`config.mk`:
```
export PLATFORM = sky130hd
export DESIGN_NAME = mc_cu
export DESIGN_NICKNAME = d
export VERILOG_FILES = /design/src/rtl/mc_cu.sv
export SDC_FILE = /design/constraint.sdc
export NUM_CORES = 1
export LEC_CHECK = 0
export CORE_UTILIZATION = 40
export DETAILED_ROUTE_END_ITERATION = 16
export GPL_TIMING_DRIVEN = 0
export PLACE_DENSITY = 0.75
export SYNTH_ARGS = -nofsm -noshare
export SYNTH_HDL_FRONTEND = slang
export SYNTH_SLANG_ARGS = --single-unit
```
`constraint.sdc`:
```
create_clock -name clk -period 2.45 [get_ports clk]
set_input_delay 0.49 -clock clk [delete_from_list [all_inputs] [get_ports clk]]
set_output_delay 0.49 -clock clk [all_outputs]
set_load 0.02 [all_outputs]
```
`src/rtl/mc_cu.sv`:
```
// Multicycle MIPS control unit: Moore FSM that drives datapath enables and muxes for each instruction step.
// Latency: one state per clock; lw 5 cycles, sw/R-type/addi 4, beq/bne/j 3, mul 3+MUL_CYCLES, illegal 2.
// Backpressure: none; busy flags the MULEX stall, and opcode/funct are read live from the held IR.
module mc_cu #(
  parameter int MUL_CYCLES = 4,
  parameter bit ENABLE_BNE = 1'b1
) (
  input  logic       clk,
  input  logic       rst_n,
  input  logic [5:0] opcode,
  input  logic [5:0] funct,
  input  logic       zero,
  output logic       pcen,
  output logic       iord,
  output logic       memwrite,
  output logic       irwrite,
  output logic       regdst,
  output logic       memtoreg,
  output logic       regwrite,
  output logic       alusrca,
  output logic [1:0] alusrcb,
  output logic [1:0] pcsrc,
  output logic [2:0] ALUControl,
  output logic       busy,
  output logic       illegal,
  output logic [3:0] state
);

  localparam int CW = $clog2(MUL_CYCLES + 1);

  typedef enum logic [3:0] {
    S_FETCH   = 4'd0,
    S_DECODE  = 4'd1,
    S_MEMADR  = 4'd2,
    S_MEMRD   = 4'd3,
    S_MEMWB   = 4'd4,
    S_MEMWR   = 4'd5,
    S_EXECUTE = 4'd6,
    S_ALUWB   = 4'd7,
    S_BRANCH  = 4'd8,
    S_ADDIEX  = 4'd9,
    S_ADDIWB  = 4'd10,
    S_JUMP    = 4'd11,
    S_MULEX   = 4'd12
  } state_e;

  state_e        state_q, state_d;
  logic [CW-1:0] cnt_q, cnt_d;

  // opcode / funct decode of the live IR fields
  logic is_lw, is_sw, is_rtype, is_beq, is_bne, is_addi, is_j;
  logic f_add, f_sub, f_slt, f_mul;

  assign is_lw    = (opcode == 6'b100011);
  assign is_sw    = (opcode == 6'b101011);
  assign is_rtype = (opcode == 6'b000000);
  assign is_beq   = (opcode == 6'b000100);
  assign is_bne   = ENABLE_BNE && (opcode == 6'b000101);
  assign is_addi  = (opcode == 6'b001000);
  assign is_j     = (opcode == 6'b000010);

  assign f_add = (funct == 6'b100000);
  assign f_sub = (funct == 6'b100010);
  assign f_slt = (funct == 6'b101010);
  assign f_mul = (funct == 6'b011100);

  // raw strobes before reset gating
  logic pcwrite_c, irwrite_c, memwrite_c, regwrite_c, illegal_c, branch_c;

  // state register and MULEX down-counter; reset aborts any instruction in flight
  always_ff @(posedge clk or negedge rst_n) begin
    if (!rst_n) begin
      state_q <= S_FETCH;
      cnt_q   <= '0;
    end else begin
      state_q <= state_d;
      cnt_q   <= cnt_d;
    end
  end

  // next-state selection and Moore outputs for the current state
  always_comb begin
    state_d    = S_FETCH;
    cnt_d      = cnt_q;
    pcwrite_c  = 1'b0;
    irwrite_c  = 1'b0;
    memwrite_c = 1'b0;
    regwrite_c = 1'b0;
    illegal_c  = 1'b0;
    branch_c   = 1'b0;
    iord       = 1'b0;
    regdst     = 1'b0;
    memtoreg   = 1'b0;
    alusrca    = 1'b0;
    alusrcb    = 2'b00;
    pcsrc      = 2'b00;
    ALUControl = 3'b000;
    busy       = 1'b0;

    case (state_q)
      S_FETCH: begin
        irwrite_c  = 1'b1;
        pcwrite_c  = 1'b1;
        alusrcb    = 2'b01;
        ALUControl = 3'b010;
        state_d    = S_DECODE;
      end
      S_DECODE: begin
        // ALU precomputes the branch target while the opcode is decoded
        alusrcb    = 2'b11;
        ALUControl = 3'b010;
        if (is_lw || is_sw) begin
          state_d = S_MEMADR;
        end else if (is_rtype) begin
          if (f_mul) begin
            state_d = S_MULEX;
            cnt_d   = CW'(MUL_CYCLES - 1);
          end else if (f_add || f_sub || f_slt) begin
            state_d = S_EXECUTE;
          end else begin
            illegal_c = 1'b1;
          end
        end else if (is_beq || is_bne) begin
          state_d = S_BRANCH;
        end else if (is_addi) begin
          state_d = S_ADDIEX;
        end else if (is_j) begin
          state_d = S_JUMP;
        end else begin
          illegal_c = 1'b1;
        end
      end
      S_MEMADR, S_ADDIEX: begin
        alusrca    = 1'b1;
        alusrcb    = 2'b10;
        ALUControl = 3'b010;
        state_d    = (state_q == S_ADDIEX) ? S_ADDIWB : (is_sw ? S_MEMWR : S_MEMRD);
      end
      S_MEMRD: begin
        iord    = 1'b1;
        state_d = S_MEMWB;
      end
      S_MEMWR: begin
        iord       = 1'b1;
        memwrite_c = 1'b1;
      end
      S_MEMWB: begin
        memtoreg   = 1'b1;
        regwrite_c = 1'b1;
      end
      S_ADDIWB: begin
        regwrite_c = 1'b1;
      end
      S_ALUWB: begin
        regdst     = 1'b1;
        regwrite_c = 1'b1;
      end
      S_EXECUTE: begin
        alusrca = 1'b1;
        if (f_sub)      ALUControl = 3'b100;
        else if (f_slt) ALUControl = 3'b110;
        else            ALUControl = 3'b010;
        state_d = S_ALUWB;
      end
      S_MULEX: begin
        alusrca    = 1'b1;
        ALUControl = 3'b101;
        busy       = 1'b1;
        // counter holds at zero on exit so it never wraps
        if (cnt_q == '0) begin
          state_d = S_ALUWB;
        end else begin
          cnt_d   = cnt_q - CW'(1);
          state_d = S_MULEX;
        end
      end
      S_BRANCH: begin
        alusrca    = 1'b1;
        ALUControl = 3'b100;
        pcsrc      = 2'b01;
        branch_c   = (is_beq && zero) || (is_bne && !zero);
      end
      S_JUMP: begin
        pcsrc     = 2'b10;
        pcwrite_c = 1'b1;
      end
      default: begin
        state_d = S_FETCH;
      end
    endcase
  end

  // write strobes are held off for the whole reset interval
  assign pcen     = rst_n & (pcwrite_c | branch_c);
  assign irwrite  = rst_n & irwrite_c;
  assign memwrite = rst_n & memwrite_c;
  assign regwrite = rst_n & regwrite_c;
  assign illegal  = rst_n & illegal_c;
  assign state    = state_q;

endmodule

```
======== After elaboration in Yosys (flattened, before gate mapping) ========
Index checks and enable logic that the tools add are counted.
storage, ports and cells
  bits in read-only memories .............. 0
  bits in writable memories ............... 0
  register bits ........................... 7
  bits in latches ......................... 0
  memories ................................ 0
operators by class
  bitwise operators ....................... 6
  equality and inequality tests ........... 26
  reduce and logical (&&, ||, !) cells .... 19
  muxes and demuxes ....................... 39
  divide/modulo/power cells ............... 0
  order comparisons ....................... 0
  add/subtract/negate cells ............... 1
  shifts and indexed selects .............. 0
  multipliers ............................. 0
operators by type and width
  cell                number
  $mux 4              8
  $eq 6x6->1 const B  5
  $mux 3              8
  $pmux 4 s6          1
  $eq 4x4->1 const B  5
  $mux 1              18
  $eq 4x3->1 const B  4
  $eq 6x3->1 const B  2
  $pmux 3 s4          1
  $eq 4x2->1 const B  2
  $ne 2x2->1 const B  4
  $eq 6x2->1 const B  1
  $eq 6x4->1 const B  1
  $eq 6x5->1 const B  1
  $logic_not 6->1     1
  $pmux 2 s3          1
  $pmux 3 s2          1
  $reduce_or 2->1     3
  $and 1x1->1         5
  $logic_or 1x1->1    5
  $reduce_and 5->1    1
  $reduce_or 5->1     1
  $eq 4x1->1 const B  1
  $logic_not 4->1     1
  other kinds (9)     10

======== Logic depth before layout (Yosys ltp) ========
  depth in word-level cells ............... 9
  mapped depth ............................ 7
  depth with buffers taken out ............ 7

======== Worst setup path after synthesis ========
OpenSTA, ideal clock, no wires.
  path type ............................... reg2out
  from .................................... reg state_q[3], in the netlist state[3]
  to ...................................... out pcen
  data arrival time ....................... 2.013 ns
  path slack .............................. -0.053 ns
  buffers on the path ..................... 1
  stages on the path, launching flop included .. 6
  required time ........................... 1.960 ns
  path through ............................ dfrtp_1 > clkbuf_1 > nor4b_1 > nand2_1 > nor3_1 > o21a_1
on the way
  longest elaborated chain between the ends .. 5
ends and longest elaborated chain
  element                                        line  text
  start: declaration                             47    state_e state_q, state_d;
  start signal: assignment                       76    state_q <= state_d;
  $eq 4x4->1 or $logic_not 4->1 (tied branches)  100   case (state_q)
  $reduce_or 2->1 (no line)                      --
  $mux 1                                         100
  $or 1x1->1 (*)                                 194   assign pcen = rst_n & (pcwrite_c | branch_c);
  $and 1x1->1 (*)                                194
  end: declaration                               13    output logic pcen,
Every way passes the cells marked *; elsewhere a longest branch is shown, timed or not.

======== Worst setup path after layout ========
  from .................................... in opcode[4]
  to ...................................... out illegal
on the way
  longest elaborated chain between the ends .. 8
ends and longest elaborated chain
  element             line  text
  start: declaration  10    input logic [5:0] opcode,
  $eq 6x2->1          60    assign is_j = (opcode == 6'b000010);
  $mux 1              127   end else if (is_j) begin
  $mux 1              125   end else if (is_addi) begin
  $mux 1              123   end else if (is_beq || is_bne) begin
  $mux 1              114   end else if (is_rtype) begin
  $mux 1 (*)          112   if (is_lw || is_sw) begin
  $mux 1 (*)          100
  $and 1x1->1 (*)     198   assign illegal = rst_n & illegal_c;
  end: declaration    25    output logic illegal,
Marked as above.

==> results.cfg <==
[run_status]
status = complete, but fails checks
violations = negative setup slack

[synth]
synth-seq-area-share_pct = 19.42
async_reset_ff_share_pct = 100.0
ys_seq_elements = 7
syn_inst = 117
netlist_area_um2 = 902.1
syn_nets = 134
postSynthAreaPerCell_um2 = 7.710
yosys_warnings = 0
synth_ff_type = dfrtp_1
synth-edff-count = 0
synthDistinctLibCells = 43

[timing]
tightest_slew_ns = 0.4730
post-route-period-util_pct = 101.6
setup-tns-final_ns = -0.04038
finClkSkew_ns = 0.007186
setup_violations = 1
fmax_ghz = 0.4015
fin_ws_ns = -0.04038
finalHoldViolCount = 0
whs_ns = 0.2892
timing.final.crit_period_ns = 2.490
max_slew_margin_pct = 68.46
maxSlewViolCount = 0
rsz0062_at_grt = true

[layout]
multi_input_area_um2 = 729.5
nets = 173
area_growth_syn_to_layout_pct = 53.40
fillers = 183
drive_gt1_share_pct = 23.87
seqCellArea_um2 = 176.4
diodes = 0
fin_cells = 182

[route]
via_count = 1014
remaining_drc_errors = 0
wl_per_cell_um = 12.85
routed_wl_mm = 2.339
avgViaCountPerCell = 5.571
dr.pass1.iters = 4
ant_nets = 0
drt_iter0_drc = 21

[clocking]
ctsHtreeMaxLevel = 1
insertion_delay_ns = 0.26
cts_tree = built
hold_buffers = 0
cts_buffers = 3
cts_buffer_depth = 2
cts.reportedPaths.clkPinSlew_ns = 0.06
cts_root_buf = clkbuf_4
numClockSinks = 7

[floorplan]
core_um2 = 2042
io_pins = 36
die_y_um = 49.49
dieArea_um2 = 2449
rows = 16
die_w_um = 49.49
start_util_pct = 44.18

[setup_path]
worstSetupEndpoint = illegal
path_depth = 5
critPathRequiredTime_ns = 1.96
worstReg2RegEnd = cnt_q[2]
slowest_delay_ns = 0.56
slowest_stage = or4_4
worstSetupStartpoint = opcode[4]
path_cells = clkdlybuf4s50_1 > or4_4 > nor3_4 > nor3_2 > buf_4
crit_family = simple AND/OR/NAND/NOR gates
ff2ff_path_depth = 6
start_kind = input port
critPathBufInv = 2
worstPathArrival_ns = 2.00
worstPathMaxFanout = 5
end_kind = primary output
r2r_start = state[2]
r2r_slack_ns = 0.63
crit_type = input port to primary output

[pwr]
leakage_nw = 0.6441
vdd_ir_drop_max_mv = 0.5766
power_density_nw_per_um2 = 788.9
power.total_mw = 1.092

[placement]
numPortBuffers = 33
dpl.cell_count = 177
dp_hpwl_mm = 1.742
dp_slack_ns = -0.6591
place_congestion = 0.8259

[global_routing]
antenna_found_initial = 0
grtUsageTotal_pct = 20.62
grt_pass1_vias = 896
gr-total-overflow = 0
grt_start_max_net_pins = 13
grt_pass1_wl_mm = 3.939

[job]
maxCapViolations = 0

[hold_path]
hold_path.class = input port to async pin
report_power, final:
part / total [mW] / leakage [nW] / internal [mW] / switching, mW
clock network: 0.107 / 0.0177 / 0.0598 / 0.0470
registers: 0.165 / 0.0832 / 0.142 / 0.0231
logic: 0.819 / 0.543 / 0.369 / 0.451
synthesized netlist by cell type, types with 2 or more instances:
master    instances  share of area, %
mux2i_1           3               3.3
o21ai_0           2               1.1
a21oi_1           8               4.4
ha_1              2               2.8
nor3_1           11               6.1
nor3b_1           2               1.7
buf_6             2               2.5
nor4b_1           5               4.9
nor4bb_1          3               3.3
nand2_1          11               4.6
inv_1             4               1.7
xnor2_1           3               2.9
dfrtp_1           7                19
clkbuf_1          7               2.9
nor2b_1           6               4.2
nor2_1            9               3.7
nand3_1           3               1.7
nand2b_1          4               2.8
cell usage in the layout (no fill, tap or decap), drive strengths merged, types with 2 or more instances in the layout:
cell type      instances
dlymetal6s2s           4
clkdlybuf4s50         17
nand2                 11
clkbuf                12
nand2b                 4
buf                    5
nor3                  11
mux2i                  3
dfrtp                  7
nor4bb                 3
o21ai                  2
nor2b                  6
a21oi                  9
nor3b                  2
nor4b                  6
inv                    4
xnor2                  3
ha                     2
dlygate4sd2            8
nor2                   9
nand3                  3
per-stage QoR:
| step | util, % | cell area [um^2] |
|---|---|---|
| finish | 67.77 | 1384 |
| global route | 67.77 | 1384 |
| CTS | 65.44 | 1336 |
| detailed placement | 62.32 | 1272 |
| global placement | 62.32 | 1272 |
| floorplan | - | 908.4 |
cell type report:
class | count | share of cell area (%)
buffer | 10 | 5.425
timing repair buffer | 34 | 23.60
clock inverter | 1 | 0.3617
inverter | 4 | 1.085
clock buffer | 3 | 1.627
tap | 27 | 2.441
multi-input combinational | 96 | 52.71
sequential | 7 | 12.75
logic make-up after synthesis:
logic type | share of synthesized area [%]
buffers and inverters | 7.906
adders and majority gates | 2.773
muxes | 4.577
xor gates and xnor gates | 2.913
AOI/OAI and AO/OA | 17.20
and+or+nand+nor | 45.22
DFF | 19.42
metal layers:
metal | routed length (um) | part of all wire (%) | track usage [%]
met3 | 114 | 4.9 | 3.704
met5 | 0 | 0 | 0
met1 | 998 | 43 | 25.14
met2 | 1179 | 50 | 37.44
met4 | 46 | 2.0 | 4.286
flip-flops by register name, summed over array words and instances, names as in the netlist:
register,count
cnt_q,3
state,4
what timing repair did:
action / in CTS / in global routing
buffers inserted: 0 / 1
endpoints found under the hold margin: 0 / 0
setup endpoints to repair: 15 / 11
pin swaps: 0 / 2
resized for setup: 31 / 24
how the worst min path moves through the flow:
stage                     depth (start not counted)  slack (ns)     start  endpoint
final                                             1        0.29     rst_n  state[3]
after global routing                              1        0.31     rst_n  state[2]
after CTS                                         1        0.30     rst_n  state[2]
after detailed placement                          1        0.50  cnt_q[2]  cnt_q[2]
after global placement                            1        0.48  cnt_q[2]  cnt_q[2]
after floorplan                                   0        0.19     rst_n  cnt_q[0]
Note: power is estimated with default switching activity, not from simulation.
